## config.mk

```make
export PLATFORM = sky130hd
export DESIGN_NAME = ifetch_ctrl
export DESIGN_NICKNAME = d
export VERILOG_FILES = /design/src/rtl/ifetch_ctrl.sv
export SDC_FILE = /design/constraint.sdc
export NUM_CORES = 1
export LEC_CHECK = 0
export ABC_AREA = 0
export CAP_MARGIN = 30
export CORE_MARGIN = 5
export CORE_UTILIZATION = 45
export DETAILED_ROUTE_END_ITERATION = 12
export GPL_TIMING_DRIVEN = 0
export PLACE_DENSITY = 0.74
export SETUP_SLACK_MARGIN = 0.3
export SLEW_MARGIN = 15
export SYNTH_ARGS = -nofsm -noshare
export SYNTH_HDL_FRONTEND = slang
export SYNTH_SLANG_ARGS = --single-unit
export TNS_END_PERCENT = 30
```

## constraint.sdc

```tcl
create_clock -name clk_i -period 1.95 [get_ports clk_i]
set_clock_uncertainty 0.1 [all_clocks]
set_input_delay 0.4875 -clock clk_i [delete_from_list [all_inputs] [get_ports clk_i]]
set_output_delay 0.4875 -clock clk_i [all_outputs]
set_load 0.02 [all_outputs]
```

## src/rtl/ifetch_ctrl.sv

```systemverilog
// rtl/ifetch_ctrl.sv - instruction fetch controller between PC, instruction memory and decode
module ifetch_ctrl #(
    parameter int MAX_WAIT = 16,
    parameter int CNT_W    = 8
) (
    input  logic        clk_i,
    input  logic        rst_i,
    input  logic [31:0] pc_i,
    output logic        pcwrite_o,
    output logic        mem_req_o,
    output logic [31:0] mem_addr_o,
    input  logic        mem_ack_i,
    input  logic [31:0] mem_data_i,
    input  logic        id_stall_i,
    input  logic        flush_i,
    output logic [31:0] instr_o,
    output logic [31:0] instr_pc_o,
    output logic        instr_valid_o,
    output logic        err_o
);

    typedef enum logic [1:0] {
        S_IDLE = 2'd0,
        S_BUSY = 2'd1,
        S_HOLD = 2'd2,
        S_ERR  = 2'd3
    } state_t;

    state_t             state_q;
    logic [31:0]        addr_q;
    logic [CNT_W-1:0]   wait_cnt_q;
    logic               drop_q;
    logic [31:0]        hold_data_q;
    logic [31:0]        hold_pc_q;

    // The output register can take a new instruction when empty or being consumed this cycle.
    logic free;
    logic wait_last;

    assign free      = !instr_valid_o || !id_stall_i;
    assign wait_last = (wait_cnt_q == CNT_W'(MAX_WAIT - 1));

    assign mem_req_o  = (state_q == S_BUSY) && !rst_i;
    assign mem_addr_o = addr_q;

    // PC advance: one pulse per committed instruction or per flush; a dropped ack never advances it.
    always_comb begin
        pcwrite_o = 1'b0;
        if (!rst_i) begin
            case (state_q)
                S_IDLE:  pcwrite_o = flush_i;
                S_BUSY:  pcwrite_o = flush_i || (mem_ack_i && !drop_q && free);
                S_HOLD:  pcwrite_o = flush_i || free;
                default: pcwrite_o = 1'b0;
            endcase
        end
    end

    // Fetch FSM with output register, hold register, drop flag and timeout counter.
    always_ff @(posedge clk_i) begin
        if (rst_i) begin
            state_q       <= S_IDLE;
            addr_q        <= '0;
            wait_cnt_q    <= '0;
            drop_q        <= 1'b0;
            hold_data_q   <= '0;
            hold_pc_q     <= '0;
            instr_o       <= '0;
            instr_pc_o    <= '0;
            instr_valid_o <= 1'b0;
            err_o         <= 1'b0;
        end else begin
            // Decode took the instruction; a reload below overrides this.
            if (instr_valid_o && !id_stall_i) begin
                instr_valid_o <= 1'b0;
            end

            case (state_q)
                S_IDLE: begin
                    if (flush_i) begin
                        instr_valid_o <= 1'b0;
                    end else if (free) begin
                        addr_q     <= pc_i;
                        wait_cnt_q <= '0;
                        state_q    <= S_BUSY;
                    end
                end

                S_BUSY: begin
                    if (mem_ack_i) begin
                        state_q <= S_IDLE;
                        if (drop_q || flush_i) begin
                            drop_q <= 1'b0;
                            if (flush_i) begin
                                instr_valid_o <= 1'b0;
                            end
                        end else if (free) begin
                            instr_o       <= mem_data_i;
                            instr_pc_o    <= addr_q;
                            instr_valid_o <= 1'b1;
                        end else begin
                            hold_data_q <= mem_data_i;
                            hold_pc_q   <= addr_q;
                            state_q     <= S_HOLD;
                        end
                    end else begin
                        // The in-flight request cannot be cancelled, so its ack is dropped later.
                        if (flush_i) begin
                            instr_valid_o <= 1'b0;
                            drop_q        <= 1'b1;
                        end
                        if (wait_last) begin
                            state_q <= S_ERR;
                            err_o   <= 1'b1;
                        end else begin
                            wait_cnt_q <= wait_cnt_q + CNT_W'(1);
                        end
                    end
                end

                S_HOLD: begin
                    if (flush_i) begin
                        instr_valid_o <= 1'b0;
                        state_q       <= S_IDLE;
                    end else if (free) begin
                        instr_o       <= hold_data_q;
                        instr_pc_o    <= hold_pc_q;
                        instr_valid_o <= 1'b1;
                        state_q       <= S_IDLE;
                    end
                end

                default: begin
                    instr_valid_o <= 1'b0;
                end
            endcase
        end
    end

endmodule

```

== Word-level counts from Yosys, hierarchy flattened ==
Cells that the tools add are included.

* Bits in registers: 173
* Input port bits: 69
* Output and inout port bits: 100
* Word-level logic and storage cells: 92

* Add/subtract/negate cells: 1
* Equal/unequal tests: 15
* Muxes and demuxes: 38
* Bitwise logic cells: 4
* Reductions and logical operators: 24

{| class="wikitable"
|+ Operators with widths
! cell !! number
|-
| $mux W32 || 10
|-
| $pmux W32 S2 || 2
|-
| $mux W8 || 4
|-
| $ne A2 B2 Y1 const B || 9
|-
| $mux W2 || 8
|-
| $pmux W8 S2 || 1
|-
| $mux W1 || 10
|-
| $reduce_and A5 Y1 || 2
|-
| $reduce_and A3 Y1 || 3
|-
| $add A8 B1 Y8 const B || 1
|-
| $eq A8 B4 Y1 const B || 1
|-
| $ne A3 B3 Y1 const B || 2
|-
| $pmux W1 S3 || 2
|-
| $pmux W2 S3 || 1
|-
| $reduce_and A6 Y1 || 1
|-
| $reduce_bool A2 Y1 || 3
|-
| $logic_and A1 B1 Y1 || 4
|-
| $logic_not A1 Y1 || 4
|-
| $logic_or A1 B1 Y1 || 4
|-
| $not A1 Y1 || 4
|-
| $reduce_and A4 Y1 || 1
|-
| $reduce_bool A3 Y1 || 1
|-
| $eq A2 B1 Y1 const B || 1
|-
| $eq A2 B2 Y1 const B || 1
|-
| 2 further kinds || 2
|}

== Logic depth before layout (Yosys ltp) ==
* Word-level depth: 7
* Mapped depth: 9
* Depth with buffers taken out: 6

== Worst setup path before layout ==
No wires, ideal clock.

* Kind: reg-to-output
* Start: reg state_q[0]
* End: out pcwrite_o
* Data arrival time: 1.740 ns
* Data required time: 1.362 ns
* Slack: -0.377 ns
* Stages on the path, launching flop included: 8
* Path buffers: 2
* Cell sequence: dfxtp_1 -> inv_1 -> ha_1 -> clkbuf_1 -> buf_4 -> o21bai_1 -> a31oi_1 -> nor4_1

* Word-level cells in the longest chain between the ends: 3
* Elaborated cells between the ends (all ways): 5

{| class="wikitable"
|+ Ends and longest elaborated chain
! element !! line !! source
|-
| start: declaration || 29 || <nowiki>state_t state_q;</nowiki>
|-
| start signal: assignment || 62 || <nowiki>state_q <= S_IDLE;</nowiki>
|-
| start signal: assignment || 85 || <nowiki>state_q <= S_BUSY;</nowiki>
|-
| start signal: assignment || 91 || <nowiki>state_q <= S_IDLE;</nowiki>
|-
| $eq A2 B2 Y1, or another cell as far along || 50 || <nowiki>case (state_q)</nowiki>
|-
| $pmux W1 S3 * || 50 ||
|-
| $mux W1 * || 49 || <nowiki>if (!rst_i) begin</nowiki>
|-
| end: declaration || 9 || <nowiki>output logic pcwrite_o,</nowiki>
|}

Mark *: on every way between the ends. The rest lies on a longest branch, timed or not.

== Final worst setup path ==
Ends and elaborated chain as after synthesis.

==> out/results.ini <==
[logic_synthesis]
netlist_area_mm2=0.006955
seq_area_frac_synth_pct=49.79
synthAdderAreaFrac_pct=0.8994
syn_inst=803
async_reset_ff_share_pct=0
synth_compound_area_share_pct=17.36
synth_seq_cells=173
synthXorXnorAreaFrac_pct=0.1259
yosys.area_share.simple_pct=17.49
synth.avg_cell_area_um2=8.662
synthesis.nets=877
synth_cell_types=45
yosysWarnings=0
synth_flop_cell=dfxtp_1
synth_top_family_by_area=simple AND/OR/NAND/NOR gates
synth_edf_count=0
synth_mux_area_share_pct=9.516

[sta]
setup_viol=119
tns_ps=-5683
worstMarginPinSlew_ps=698.7
final_max_slew_viol_count=0
setup_slack_ps=-454.2
whs_ps=199.5
rsz0062_at_grt=yes
fin_crit_sh_pct=123.3
fin_crit_ps=2404
finalHoldViolCount=0
maxSlewHeadroom_pct=53.42
max_freq_mhz=415.9

[floorplan]
die_x_um=134.3
start_util_pct=45.75
die_h_um=134.3
die_area_mm2=0.01804
rows=45
core-area_mm2=0.01520
io_pins=169

[layout]
drive_gt1_share_pct=25.78
final_core_util_pct=67.03
finalNetCount=1093
n_antenna_cell=0
syn2layout_area_growth_pct=46.50

[worst_setup_path]
critPathMaxStageDelay_ps=330
path_max_fanout=6
r2r_end=instr_o[30]
reg2reg_slack_ps=-140
setup.worst_path.start_class=flip-flop
cp_cell_sequence=buf_4, buf_4, ha_1, nor4_4, buf_4
worst_path_most_repeated_cell=buf_4
crit_end=pcwrite_o
crit_slowest_cell=dfxtp_2
critPathLaunch=state_q[0]
worstPathArrival_ps=1820
endpoint_kind=primary output
r2r_cells=12
cp.required_ps=1360
path_class=flip-flop to primary output
r2r-start=state_q[0]

[power_and_ir_drop]
power_mw=9.022
irDropWorstVdd_mv=0.7174
p_per_area_mw_per_mm2=885.4
p_leak_nw=3.666

[grt]
gr-usage-met3_pct=5.326
first_global_vias=6148
met1_usage_pct=29.57
grt_pass1_wl_mm=32.49
track_usage_pct=22.75
met2_usage_pct=36.68
antenna_found_initial=0
top_usage_layer=met2
grt_overflow=0
grt_max_degree=17

[route]
drcViolationCount=0
viasPerCell=5.343
first_pass_iters=5
ant_nets=0
wirelength_mm=21.16
vias=6518
drtIter0Drc=488
wl_per_cell_um=17.34

[place]
pre_cts_ws_ps=-1001
routabilityCongestion=0.8733
port_buffers=167
dp_hpwl_mm=14.00

[clock_network]
cts_made_buffers=17
clockBufferDepth=2
cts_root_buffer=clkbuf_16
tritoncts=yes
insertion_delay_ps=430
htreeDepth=4
clk_pin_slew_ps=60
cts.sinks=173

[status]
violations=negative setup slack
status=complete, but fails checks

[run]
maxCapViolCount=0

[hold_path]
hp-class=input port to flip-flop

## layout make-up
class / count / area (µm²)
Timing Repair Buffer: 197 / 1866
Sequential cell: 173 / 3475
Inverter: 4 / 17.52
Fill cell: 1193 / 5012
Multi-Input combinational cell: 561 / 3397
Clock buffer: 17 / 425.4
Tap cell: 188 / 235.2
Buffer: 65 / 585.6
Clock inverter: 15 / 188.9
## Yosys cell counts (2+ instances only)
cell / count / area share, %
nand2_1: 199 / 11
dfxtp_1: 173 / 50
a21oi_1: 102 / 7.3
nor2_1: 69 / 3.7
a211oi_1: 67 / 7.2
mux2i_1: 65 / 9.4
buf_2: 31 / 2.2
clkbuf_1: 24 / 1.3
buf_4: 8 / 0.86
ha_1: 5 / 0.90
o21ai_0: 5 / 0.36
inv_1: 4 / 0.22
nor3_1: 4 / 0.29
or3_1: 4 / 0.36
a21o_1: 3 / 0.32
nand3_1: 3 / 0.22
nor2b_1: 3 / 0.27
nor4_1: 3 / 0.27
a21oi_2: 2 / 0.25
a22o_1: 2 / 0.25
a31oi_1: 2 / 0.18
nand2b_1: 2 / 0.18
## through the flow
step                cells  area [µm²]
floorplan             803        7024
global placement     1158        8931
detailed placement   1158        8931
CTS                  1209        9826
global route         1220       10190
finish               1220       10190
## logic make-up after synthesis
family          count (synthesis)
compound gates                192
buf+inv                        69
flops                         173
simple gates                  297
mux                            66
xor+xnor                        1
fa+ha+maj                       5
## power breakdown
group | total, mW | leakage, nW | switching [mW] | internal (mW)
Sequential | 3.83 | 1.41 | 0.125 | 3.70
Clock | 3.54 | 0.293 | 1.51 | 2.04
Combinational | 1.65 | 1.97 | 0.899 | 0.750
Total | 9.02 | 3.67 | 2.53 | 6.49
## metal layers
| metal | up-vias | part of all wire, % |
|---|---|---|
| li1 | 3190 | - |
| met1 | 3064 | 43 |
| met2 | 220 | 49 |
| met3 | 44 | 5.8 |
| met4 | 0 | 2.6 |
| met5 | - | 0 |
## layout by cell type (no fill, tap or decap), types with 6 or more instances in the layout
cell type        count
clkbuf_16           18
dfxtp_1            166
dfxtp_2              6
buf_2               46
clkdlybuf4s15_2     55
nand2_1            199
buf_6               23
a211oi_2            21
buf_4               29
clkdlybuf4s50_1     65
nor2_1              68
clkbuf_1            14
a21oi_1            100
a211oi_1            46
mux2i_1             65
buf_8               10
## worst max-delay path, delay by kind of cell, from the launching register on
family / cells / cell delay (ps)
buf+inv: 3 / 440
simple gates: 1 / 310
flops: 1 / 330
fa+ha+maj: 1 / 300
## registers in the layout, summed over array words and instances, names as in the netlist, 2 cells and up
name and count:
hold_pc_q 32, instr_o 32, instr_pc_o 32, wait_cnt_q 8
state_q 2, hold_data_q 32, mem_addr_o 32
## worst min path at each step
stage | start | end | slack, ps | cells after the start
2_1_floorplan | hold_data_q[0] | hold_data_q[0] | 340 | 2
3_3_place_gp | hold_pc_q[29] | hold_pc_q[29] | 340 | 2
3_5_place_dp | hold_pc_q[24] | hold_pc_q[24] | 350 | 2
4_1_cts | flush_i | instr_valid_o | 170 | 2
5_1_grt | flush_i | instr_valid_o | 190 | 2
6_report | flush_i | instr_valid_o | 200 | 2
## timing repair
item,in CTS,in global routing
buffers inserted,16,10
setup endpoints to repair,272,208
pin swaps,57,20
hold buffers,0,0
gates resized for setup,414,78
gates cloned,3,1
(Power assumes the default switching activity.)
